==> config.mk <==
export PLATFORM = sky130hd
export DESIGN_NAME = freq_switch_ctrl
export DESIGN_NICKNAME = d
export VERILOG_FILES = /design/src/rtl/freq_div_pkg.sv /design/src/rtl/freq_switch_ctrl_wait_timer.sv /design/src/rtl/freq_switch_ctrl.sv
export SDC_FILE = /design/constraint.sdc
export NUM_CORES = 1
export LEC_CHECK = 0
export ABC_AREA = 1
export BUFFER_PORTS_ARGS = -buffer_cell sky130_fd_sc_hd__buf_2
export CORE_ASPECT_RATIO = 1.5
export CORE_MARGIN = 2
export CORE_UTILIZATION = 58
export DETAILED_ROUTE_END_ITERATION = 10
export GPL_TIMING_DRIVEN = 1
export PLACE_DENSITY = 0.78
export SYNTH_ARGS = -nofsm -noshare
export SYNTH_HDL_FRONTEND = slang
export SYNTH_SLANG_ARGS = --single-unit
==> constraint.sdc <==
create_clock -name clkin -period 2.4 [get_ports clkin]
set_input_delay 0.12 -clock clkin [delete_from_list [all_inputs] [get_ports clkin]]
set_output_delay 0.12 -clock clkin [all_outputs]
set_load 0.02 [all_outputs]
==> src/rtl/freq_div_pkg.sv <==
// Shared types and wait arithmetic for the divider ratio-change sequencer.
// Handover wait is 4*r + settle, with r<=1 treated as 1.
package freq_div_pkg;

  typedef enum logic [2:0] {IDLE, TO_BYP, LOAD, WARM, TO_DIV, DONE} state_t;

  localparam int unsigned WAIT_EXTRA_W = 3;

  function automatic int unsigned wait_cnt_w(input int unsigned div_w);
    return div_w + WAIT_EXTRA_W;
  endfunction

  function automatic int unsigned handover_wait(input int unsigned r, input int unsigned settle);
    return 4 * ((r <= 1) ? 1 : r) + settle;
  endfunction

endpackage

==> src/rtl/freq_switch_ctrl_wait_timer.sv <==
// Loadable down-counter; expire pulses for one cycle on the last cycle of a load_val-long wait.
// The count saturates at zero, so it never wraps.
module wait_timer #(
  parameter int unsigned CNT_W = 11
) (
  input  logic             clkin,
  input  logic             rst,
  input  logic             load,
  input  logic [CNT_W-1:0] load_val,
  output logic             expire
);

  logic [CNT_W-1:0] cnt;

  always_ff @(posedge clkin or posedge rst) begin
    if (rst)                 cnt <= '0;
    else if (load)           cnt <= load_val;
    else if (cnt != '0)      cnt <= cnt - 1'b1;
  end

  assign expire = (cnt == CNT_W'(1));

endmodule

==> src/rtl/freq_switch_ctrl.sv <==
// Glitch-free divider ratio-change sequencer: park mux on clkin, reload divider, warm up, hand back.
// Optional FREQ_SWITCH_CTRL_ERR_EN: out-of-range ratios are rejected with err instead of clamped.
module freq_switch_ctrl
  import freq_div_pkg::*;
#(
  parameter int unsigned DIV_W         = 8,
  parameter int unsigned MAX_RATIO     = 255,
  parameter int unsigned SETTLE_CYCLES = 4,
  parameter int unsigned LOCK_MULT     = 2
) (
  input  logic             clkin,
  input  logic             rst,
  input  logic             req_valid,
  input  logic [DIV_W-1:0] req_ratio,
  output logic             req_ready,
  output logic [DIV_W-1:0] div_ratio,
  output logic             div_load,
  output logic             div_rst,
  output logic             bypass,
  output logic             busy,
  output logic             done
`ifdef FREQ_SWITCH_CTRL_ERR_EN
  ,
  output logic             err
`endif
);

  localparam int unsigned      CNT_W = wait_cnt_w(DIV_W);
  localparam logic [DIV_W-1:0] MAX_R = DIV_W'(MAX_RATIO);
  localparam logic [DIV_W-1:0] ONE   = DIV_W'(1);

  state_t           state, state_nxt;
  logic [DIV_W-1:0] cur_ratio, cur_nxt, new_ratio, new_nxt;
  logic [DIV_W-1:0] req_new, div_ratio_nxt;
  logic             req_oor, req_err;
  logic             tmr_load, tmr_exp;
  logic [CNT_W-1:0] tmr_val;
  logic             bypass_nxt, div_rst_nxt;

  assign req_oor = (req_ratio > MAX_R);
`ifdef FREQ_SWITCH_CTRL_ERR_EN
  assign req_new = req_ratio;
  assign req_err = req_oor;
`else
  assign req_new = req_oor ? MAX_R : req_ratio;
  assign req_err = 1'b0;
`endif

  wait_timer #(.CNT_W(CNT_W)) u_timer (
    .clkin    (clkin),
    .rst      (rst),
    .load     (tmr_load),
    .load_val (tmr_val),
    .expire   (tmr_exp)
  );

  always_comb begin
    state_nxt = state;
    cur_nxt   = cur_ratio;
    new_nxt   = new_ratio;
    tmr_load  = 1'b0;
    tmr_val   = '0;
    case (state)
      IDLE: if (req_valid) begin
        new_nxt = req_new;
        if (req_err || req_new == cur_ratio || (req_new <= ONE && cur_ratio <= ONE)) begin
          state_nxt = DONE;
        end else if (cur_ratio <= ONE) begin
          state_nxt = LOAD;
        end else begin
          // Extra cycle lets the mux switch before the old-clock handover window starts.
          state_nxt = TO_BYP;
          tmr_load  = 1'b1;
          tmr_val   = CNT_W'(handover_wait(32'(cur_ratio), SETTLE_CYCLES) + 32'd1);
        end
      end
      TO_BYP: if (tmr_exp) state_nxt = LOAD;
      LOAD: begin
        cur_nxt = new_ratio;
        if (new_ratio <= ONE) begin
          state_nxt = DONE;
        end else begin
          state_nxt = WARM;
          tmr_load  = 1'b1;
          tmr_val   = CNT_W'(LOCK_MULT * 32'(new_ratio));
        end
      end
      WARM: if (tmr_exp) begin
        state_nxt = TO_DIV;
        tmr_load  = 1'b1;
        tmr_val   = CNT_W'(handover_wait(32'(new_ratio), SETTLE_CYCLES));
      end
      TO_DIV: if (tmr_exp) state_nxt = DONE;
      DONE:   state_nxt = IDLE;
      default: state_nxt = IDLE;
    endcase
  end

  // Outputs are decoded from the next state so they leave flops in step with the state register.
  always_comb begin
    bypass_nxt    = bypass;
    div_rst_nxt   = div_rst;
    div_ratio_nxt = div_ratio;
    if (state_nxt == TO_BYP) bypass_nxt = 1'b1;
    if (state_nxt == TO_DIV) bypass_nxt = 1'b0;
    if (state_nxt == LOAD) begin
      div_rst_nxt   = 1'b1;
      div_ratio_nxt = new_nxt;
    end
    if (state_nxt == WARM) div_rst_nxt = 1'b0;
  end

  always_ff @(posedge clkin or posedge rst) begin
    if (rst) begin
      state     <= IDLE;
      cur_ratio <= ONE;
      new_ratio <= '0;
      div_ratio <= '0;
      div_load  <= 1'b0;
      div_rst   <= 1'b1;
      bypass    <= 1'b1;
      req_ready <= 1'b1;
      busy      <= 1'b0;
      done      <= 1'b0;
    end else begin
      state     <= state_nxt;
      cur_ratio <= cur_nxt;
      new_ratio <= new_nxt;
      div_ratio <= div_ratio_nxt;
      div_load  <= (state_nxt == LOAD);
      div_rst   <= div_rst_nxt;
      bypass    <= bypass_nxt;
      req_ready <= (state_nxt == IDLE);
      busy      <= (state_nxt != IDLE);
      done      <= (state_nxt == DONE);
    end
  end

`ifdef FREQ_SWITCH_CTRL_ERR_EN
  always_ff @(posedge clkin or posedge rst) begin
    if (rst) err <= 1'b0;
    else     err <= (state == IDLE) && req_valid && req_err;
  end
`endif

endmodule

==> results of run 1 <==
logic make-up after synthesis:
logic type,synth area share
XOR/XNOR,0.04443
flip-flops,0.4007
AND/OR/NAND/NOR,0.3078
AO/OA/AOI/OAI,0.1315
buffers and inverters,0.09746
adder cells (fa/ha/maj),0.01813
stage by stage:
stage	area [µm²]	worst slack (ns)
6_report	3110	0.1520
5_1_grt	3110	0.03130
4_1_cts	3085	0.1127
3_5_place_dp	2943	0.1549
3_3_place_gp	2943	0.1471
2_1_floorplan	2760	0.6301
state kept, by name, indices dropped and copies added (netlist names):
signal / count
done: 1
div_rst: 1
busy: 1
cur_ratio: 8
req_ready: 1
bypass: 1
div_load: 1
state: 3
u_timer.cnt: 11
div_ratio: 8
new_ratio: 8
repair_timing:
item	4_1_cts	5_1_grt
hold endpoints to repair	27	0
setup endpoints to repair	0	2
hold buffers	1	0
gates resized for setup	0	1
power by group through the flow:
stage               Combinational, µW  Sequential (µW)  Clock, µW
global route                     53.7              741        704
floorplan                        22.7              755          0
detailed placement               42.9              756          0
global placement                 42.0              756          0
finish                           47.2              741        669
CTS                              44.2              741        678
cell usage after synthesis, types with 3 or more instances:
| cell type | n | area, µm² |
|---|---|---|
| nand2_1 | 86 | 322.8 |
| inv_1 | 48 | 180.2 |
| dfrtp_1 | 40 | 1001 |
| nor2_1 | 26 | 97.59 |
| nand3_1 | 19 | 95.09 |
| o21ai_0 | 17 | 85.08 |
| inv_2 | 11 | 41.29 |
| o21ai_2 | 10 | 87.58 |
| o21a_1 | 9 | 67.56 |
| a21oi_1 | 7 | 35.03 |
| xnor2_1 | 7 | 61.31 |
| xor2_1 | 7 | 61.31 |
| nor3_1 | 6 | 30.03 |
| nand4_1 | 5 | 31.28 |
| nor2_2 | 5 | 31.28 |
| nor2_4 | 5 | 56.30 |
| clkbuf_1 | 4 | 15.01 |
| dfstp_2 | 4 | 105.1 |
| ha_1 | 4 | 50.05 |
| nand2_4 | 4 | 45.04 |
| nand2_2 | 3 | 18.77 |
| or2_2 | 3 | 18.77 |
worst max-delay path by stage:
stage | depth (start not counted) | startpoint | slack, ns | end
finish | 12 | cur_ratio[1]$_DFFE_PP0P_ | 0.15 | u_timer.cnt[10]$_DFFE_PP0P_
global route | 12 | cur_ratio[2]$_DFFE_PP0P_ | 0.03 | u_timer.cnt[10]$_DFFE_PP0P_
CTS | 12 | cur_ratio[2]$_DFFE_PP0P_ | 0.11 | u_timer.cnt[10]$_DFFE_PP0P_
detailed placement | 12 | cur_ratio[2]$_DFFE_PP0P_ | 0.15 | u_timer.cnt[10]$_DFFE_PP0P_
global placement | 12 | cur_ratio[2]$_DFFE_PP0P_ | 0.15 | u_timer.cnt[10]$_DFFE_PP0P_
floorplan | 13 | cur_ratio[4]$_DFFE_PP0P_ | 0.63 | u_timer.cnt[8]$_DFFE_PP0P_
worst max-delay path: stages, from the launching register on:
cell and delay [ns]:
dfrtp_1 0.44, inv_1 0.13, nand4_1 0.15, nor2_4 0.16, inv_1 0.07, nand2_1 0.07, ha_1 0.16, nand2_1 0.07
nor2_1 0.19, nand3_1 0.17, nor3_1 0.23, nand4_1 0.20, o221ai_1 0.11
cell type report:
class                      count  area share
inverter                      59     0.07120
clock buffer                   6     0.02333
multi-input combinational    241      0.4469
sequential                    44      0.3556
timing repair buffer          30     0.05792
clock inverter                 2     0.01931
tap                           64     0.02574
layer usage:
metal  GRT usage  wire length [µm]  up-vias
li1            -                 -     1176
met1      0.2998              2424     1060
met2      0.4476              3131       50
met3     0.04386               173       13
met4      0.1010               193        0
met5           0                 0        -
==> results.sh, run 1 <==
export IMPL_status="finished, final reports clean"
export IMPL_via_per_inst=5.155
export IMPL_power_net_switching_uw=282.9
export IMPL_drc_errors=0
export IMPL_synth_cell_types=39
export IMPL_multiInputGateArea_um2=1390
export IMPL_clock_skew_ns=0.01487
export IMPL_finalHoldViolCount=0
export IMPL_cts_htree_levels=2
export IMPL_syn_avg_cell_area_um2=7.864
export IMPL_worst_pin_slew_ns=0.3102
export IMPL_wl_per_cell_um=13.28
export IMPL_syn_nets=366
export IMPL_post_cts_setup_buffer_count=0
export IMPL_dp_cells=436
export IMPL_regToRegEndpoint="u_timer.cnt[10]$_DFFE_PP0P_"
export IMPL_p_seq_frac=0.509
export IMPL_grt_pass1_wl_mm=10.12
export IMPL_crit_type="reg -> reg"
export IMPL_vdd_drop_max_mv=0.5042
export IMPL_report_final_slew_viol_count=0
export IMPL_nNetsFinal=396
export IMPL_drtIter0Drc=74
export IMPL_reg2reg_setup_slack_ns=0.15
export IMPL_core_um2=4542
export IMPL_synth_edf_count=0
export IMPL_netSwitchingFraction=0.1942
export IMPL_wirelength_mm=5.922
export IMPL_grt_util_all_layers=0.2540
export IMPL_reg2reg_depth=12
export IMPL_clk_pin_slew_ns=0.09
export IMPL_p_comb_frac=0.032
export IMPL_yosysSeqAreaShare=0.4007
export IMPL_worstSkewPairLatency_ns=0.30
export IMPL_timing_rr_start="cur_ratio[1]$_DFFE_PP0P_"
export IMPL_cellPowerDensity_nw_per_um2=468.3
export IMPL_end_kind="register"
export IMPL_fmax_mhz=444.8
export IMPL_fin_cells=446
export IMPL_die_w_um=60.33
export IMPL_clk_path_buf_depth=2
export IMPL_syn_cell_area_um2=2760
export IMPL_p_total_uw=1457
export IMPL_design_portCount=25
export IMPL_tritoncts="done"
export IMPL_hold_class="in -> reg"
export IMPL_setup_viol=0
export IMPL_synthArstFlopShare=1.000
export IMPL_io_buffers=24
export IMPL_die_area_um2=5338
export IMPL_antenna_found_initial=0
export IMPL_hpwl_mm=4.687
export IMPL_yosysWarnings=0
export IMPL_hold_slack_ns=0.1961
export IMPL_p_int_uw=1174
export IMPL_start_util=0.6077
export IMPL_regArea_um2=1106
export IMPL_grt_max_degree=34
export IMPL_min_period_ns=2.248
export IMPL_finalCritPeriodShare=0.9366
export IMPL_layout_common_cells="nand2_1, inv_1, dfrtp_1, nor2_1, buf_2"
export IMPL_overflow=0
export IMPL_num_vias=2299
export IMPL_die_h_um=88.49
export IMPL_whs_path_depth=4
export IMPL_hold_end="new_ratio[2]$_DFF_PP0_"
export IMPL_numCtsBuffers=5
export IMPL_power_frac_clock=0.459
export IMPL_final_core_util=0.6848
export IMPL_gp_congestion=0.9253
export IMPL_cp_data_required_time_ns=2.60
export IMPL_leakage_uw=0.001563
export IMPL_rsz0062_at_grt="no"
export IMPL_drv_cap=0
export IMPL_dr_pass1_iters=4
export IMPL_syn_inst=351
export IMPL_path_max_fanout=4
export IMPL_area_growth_pct=12.69
export IMPL_worstPathArrival_ns=2.45
export IMPL_layout_commonest_cell="nand2_1"
export IMPL_cp_start_kind="register"
export IMPL_synth_flop_cell="dfrtp_1"
export IMPL_synth_seq_cells=44
export IMPL_drive_gt1_frac=0.2356
export IMPL_rows=30
export IMPL_fill_cells=381
export IMPL_clock_sinks=44
export IMPL_root_buffer="clkbuf_8"
export IMPL_antenna_cells=0
export IMPL_setup_tns_ns=0
export IMPL_maxSlewHeadroom=0.7916
export IMPL_grt_pass1_vias=2262
export IMPL_min_from="req_ratio[2]"
export IMPL_antenna_left=0
(Power assumes the default switching activity.)
==> run 2: changes to the inputs <==
PLACE_DENSITY = 0.89   (was 0.78)
clock period = 2.6 ns   (was 2.4 ns; I/O delays follow)
==> results.sh, run 2 (synthesized netlist as in run 1, its figures left out) <==
export IMPL_status="finished, final reports clean"
export IMPL_finalHoldViolCount=0
export IMPL_fill_cells=346
export IMPL_grt_pass1_vias=2445
export IMPL_die_h_um=88.49
export IMPL_worstPathArrival_ns=2.64
export IMPL_rows=30
export IMPL_area_growth_pct=11.51
export IMPL_clock_skew_ns=0.007717
export IMPL_hold_class="in -> reg"
export IMPL_core_um2=4542
export IMPL_clk_path_buf_depth=2
export IMPL_finalCritPeriodShare=0.9325
export IMPL_grt_util_all_layers=0.2790
export IMPL_antenna_cells=0
export IMPL_maxSlewHeadroom=0.4045
export IMPL_report_final_slew_viol_count=0
export IMPL_antenna_left=0
export IMPL_drv_cap=0
export IMPL_antenna_found_initial=0
export IMPL_path_max_fanout=4
export IMPL_setup_viol=0
export IMPL_regMostFlops="u_timer.cnt"
export IMPL_clock_sinks=44
export IMPL_layout_common_cells="nand2_1, inv_1, dfrtp_1, nor2_1, buf_2"
export IMPL_numCtsBuffers=5
export IMPL_gp_congestion=0.9223
export IMPL_wl_per_cell_um=14.83
export IMPL_vdd_drop_max_mv=0.5575
export IMPL_wirelength_mm=6.586
export IMPL_fin_cells=444
export IMPL_num_vias=2448
export IMPL_layout_commonest_cell="nand2_1"
export IMPL_design_portCount=25
export IMPL_die_w_um=60.33
export IMPL_start_util=0.6077
export IMPL_root_buffer="clkbuf_8"
export IMPL_overflow=0
export IMPL_io_buffers=24
export IMPL_end_kind="register"
export IMPL_post_cts_setup_buffer_count=0
export IMPL_largest_reg_flops=11
export IMPL_setup_tns_ns=0
export IMPL_tritoncts="done"
export IMPL_die_area_um2=5338
export IMPL_dp_cells=435
export IMPL_drtIter0Drc=75
export IMPL_cp_data_required_time_ns=2.81
export IMPL_crit_type="reg -> reg"
export IMPL_cts_htree_levels=2
export IMPL_rsz0062_at_grt="no"
export IMPL_grt_max_degree=26
export IMPL_final_core_util=0.6777
export IMPL_worst_pin_slew_ns=0.8877
export IMPL_worstSkewPairLatency_ns=0.30
export IMPL_fmax_mhz=412.5
export IMPL_cp_start_kind="register"
export IMPL_hold_slack_ns=0.2098
export IMPL_drive_gt1_frac=0.2316
export IMPL_min_period_ns=2.425
export IMPL_reg2reg_setup_slack_ns=0.18
export IMPL_nNetsFinal=394
export IMPL_leakage_uw=0.001546
export IMPL_drc_errors=0
export IMPL_cellPowerDensity_nw_per_um2=436.6
export IMPL_via_per_inst=5.514
export IMPL_grt_pass1_wl_mm=10.94
export IMPL_hpwl_mm=4.922
export IMPL_dr_pass1_iters=4
export IMPL_clk_pin_slew_ns=0.08
## run 2: changes by cell type in the layout (fill, tap and decap cells not counted), sizes merged
cell	previous run	this run
buf	29	27
## run 2: through the flow
stage          area, µm²  setup slack [ns]  power (µW)
4_1_cts             3078            0.2578        1349
3_5_place_dp        2935            0.2736       736.6
3_3_place_gp        2935            0.3154       735.7
2_1_floorplan       2760            0.8301       718.4
5_1_grt             3078           0.04395        1375
6_report            3078            0.1755        1344
## run 2: path summary, 6_finish.rpt
check,from,to,cells past startpoint
hold / removal,req_ratio[4],new_ratio[4]$_DFF_PP0_,4
setup / recovery,cur_ratio[1]$_DFFE_PP0P_,u_timer.cnt[10]$_DFFE_PP0P_,12
hold reg to reg,div_rst$_DFFE_PP1P_,div_rst$_DFFE_PP1P_,2
min in group asynchronous,rst,state[1]$_DFF_PP0_,3
setup reg to reg,cur_ratio[1]$_DFFE_PP0P_,u_timer.cnt[10]$_DFFE_PP0P_,12
max in group asynchronous,rst,div_ratio[1]$_DFFE_PP0P_,4
## run 2: timing repair
action | CTS | global route
hold buffers | 1 | 0
resized for setup | 0 | 0
hold endpoints to repair | 20 | 0
## run 2: area by class of cell
class,instances,area [µm²],area share
Multi-Input combinational cell,241,1385,0.4500
Sequential cell,44,1106,0.3593
Inverter,59,221.5,0.07195
Timing Repair Buffer,28,152.6,0.04959
Tap cell,64,80.08,0.02602
Clock buffer,6,72.57,0.02358
Clock inverter,2,60.06,0.01951
## run 2: report_power, final
group	total (µW)	switching [µW]	internal [µW]	leakage [µW]
Sequential	684	0	684	0.000538
Combinational	40.5	28.0	12.5	0.000942
Clock	619	235	384	0.0000654
## run 2: routing by layer
metal / vias to the layer above / part of all wire / GRT usage / routed length (µm)
li1: 1166 / - / - / -
met1: 1168 / 0.37 / 0.2979 / 2407
met2: 87 / 0.55 / 0.5000 / 3608
met3: 27 / 0.036 / 0.03655 / 238
met4: 0 / 0.051 / 0.1778 / 333
met5: - / 0 / 0 / 0
## run 2: critical path: stages, from the launching register on
cell      delay (ns)
dfrtp_1         0.43
inv_1           0.15
nand4_1         0.15
nor2_2          0.22
inv_1           0.08
nand2_1         0.08
ha_1            0.15
nand2_1         0.07
nor2_1          0.25
nand3_1         0.16
nor3_1          0.32
nand4_1         0.18
o221ai_1        0.11
==> run 3: changes to the inputs <==
==> constraint.sdc (replaced) <==
create_clock -name clkin -period 2.6 [get_ports clkin]
set_input_delay 0.39 -clock clkin [delete_from_list [all_inputs] [get_ports clkin]]
set_output_delay 0.39 -clock clkin [all_outputs]
set_load 0.02 [all_outputs]
==> results.sh, run 3 (synthesized netlist as in run 1, its figures left out) <==
export IMPL_status="finished, final reports clean"
export IMPL_design_portCount=25
export IMPL_min_period_ns=2.271
export IMPL_post_cts_resized=0
export IMPL_gp_congestion=0.9849
export IMPL_antenna_found_initial=0
export IMPL_drive_gt1_frac=0.2322
export IMPL_grt_pass1_wl_mm=10.73
export IMPL_antenna_cells=0
export IMPL_clk_path_buf_depth=2
export IMPL_core_um2=4542
export IMPL_clock_skew_ns=0.005477
export IMPL_crit_chain="inv_1 > nand4_1 > nor2_2 > inv_1 > nand2_1 > ha_1 > nand2_1 > nor2_1 > nand3_1 > nor3_1 > nand4_1 > o221ai_1"
export IMPL_layout_common_cells="nand2_1, inv_1, dfrtp_1, nor2_1, buf_2"
export IMPL_dr_pass1_iters=7
export IMPL_io_buffers=24
export IMPL_rsz0062_at_grt="no"
export IMPL_clock_sinks=44
export IMPL_grt_pass1_vias=2426
export IMPL_overflow=0
export IMPL_hold_slack_ns=0.1518
export IMPL_hpwl_mm=5.021
export IMPL_setup_viol=0
export IMPL_start_util=0.6077
export IMPL_slowest_stage="dfrtp_1"
export IMPL_maxSlewHeadroom=0.4234
export IMPL_drv_cap=0
export IMPL_path_max_fanout=4
export IMPL_area_growth_pct=10.24
export IMPL_largest_reg_flops=11
export IMPL_layout_commonest_cell="nand2_1"
export IMPL_worstSkewPairLatency_ns=0.30
export IMPL_cp_buffers_inverters=2
export IMPL_antenna_left=0
export IMPL_die_area_um2=5338
export IMPL_finalHoldViolCount=0
export IMPL_hold_class="in -> async"
export IMPL_fin_cells=443
export IMPL_regMostFlops="u_timer.cnt"
export IMPL_via_per_inst=5.289
export IMPL_clk_pin_slew_ns=0.08
export IMPL_leakage_uw=0.001531
export IMPL_reg2reg_setup_slack_ns=0.33
export IMPL_wirelength_mm=6.233
export IMPL_end_kind="register"
export IMPL_vdd_drop_max_mv=0.4149
export IMPL_fill_cells=358
export IMPL_worst_pin_slew_ns=0.8597
export IMPL_cp_data_required_time_ns=2.81
export IMPL_nNetsFinal=393
export IMPL_setup_tns_ns=0
export IMPL_drc_errors=0
export IMPL_tritoncts="done"
export IMPL_holdBufCountCts=0
export IMPL_wl_per_cell_um=14.07
export IMPL_grt_max_degree=25
export IMPL_cp_start_kind="register"
export IMPL_num_vias=2343
export IMPL_report_final_slew_viol_count=0
export IMPL_die_h_um=88.49
export IMPL_cellPowerDensity_nw_per_um2=406.0
export IMPL_numCtsBuffers=5
export IMPL_drtIter0Drc=123
export IMPL_dp_cells=435
export IMPL_crit_type="reg -> reg"
export IMPL_final_core_util=0.6700
export IMPL_cp_top_family="simple AND/OR/NAND/NOR gates"
export IMPL_die_w_um=60.33
export IMPL_finalCritPeriodShare=0.8734
export IMPL_worstPathArrival_ns=2.48
export IMPL_rows=30
export IMPL_post_cts_setup_buffer_count=0
export IMPL_root_buffer="clkbuf_8"
export IMPL_cpPeakStageDelay_ns=0.44
export IMPL_cts_htree_levels=2
export IMPL_fmax_mhz=440.4
export IMPL_grt_util_all_layers=0.2712
-- run 3: worst paths after layout --
check,from,endpoint,cells after the start
worst min register to register,div_rst$_DFFE_PP1P_,div_rst$_DFFE_PP1P_,2
worst min-delay path,rst,cur_ratio[2]$_DFFE_PP0P_,2
worst max register to register,cur_ratio[1]$_DFFE_PP0P_,u_timer.cnt[10]$_DFFE_PP0P_,12
worst max-delay path,cur_ratio[1]$_DFFE_PP0P_,u_timer.cnt[10]$_DFFE_PP0P_,12
max in group asynchronous,rst,cur_ratio[7]$_DFFE_PP0P_,3
min in group clkin,req_ratio[3],new_ratio[3]$_DFF_PP0_,4
-- run 3: through the flow --
| step | power (µW) | area (µm²) | setup WS [ns] |
|---|---|---|---|
| 3_3_place_gp | 735.9 | 2935 | 0.4332 |
| 5_1_grt | 1271 | 3043 | 0.1588 |
| 3_5_place_dp | 736.8 | 2935 | 0.4013 |
| 6_report | 1235 | 3043 | 0.3293 |
| 4_1_cts | 1239 | 3043 | 0.3626 |
| 2_1_floorplan | 718.4 | 2760 | 0.8301 |
-- run 3: routing by layer --
metal,share of wire,up-vias,global-route usage
li1,-,1160,-
met4,0.061,0,0.1677
met2,0.52,77,0.4664
met1,0.38,1072,0.3113
met3,0.039,34,0.03509
met5,0,-,0
-- run 3: area by class of cell --
type,instances,area [µm²],area share
clock buffer,6,72.57,0.02385
clock inverter,2,35.03,0.01151
inverter,59,221.5,0.07278
multi-input combinational,241,1385,0.4552
sequential,44,1106,0.3635
tap,64,80.08,0.02632
timing repair buffer,27,142.6,0.04688
-- run 3: power breakdown --
part | switching, µW | internal [µW] | total, µW
Combinational | 27.3 | 11.6 | 38.9
Clock | 228 | 285 | 513
Sequential | 0 | 684 | 684
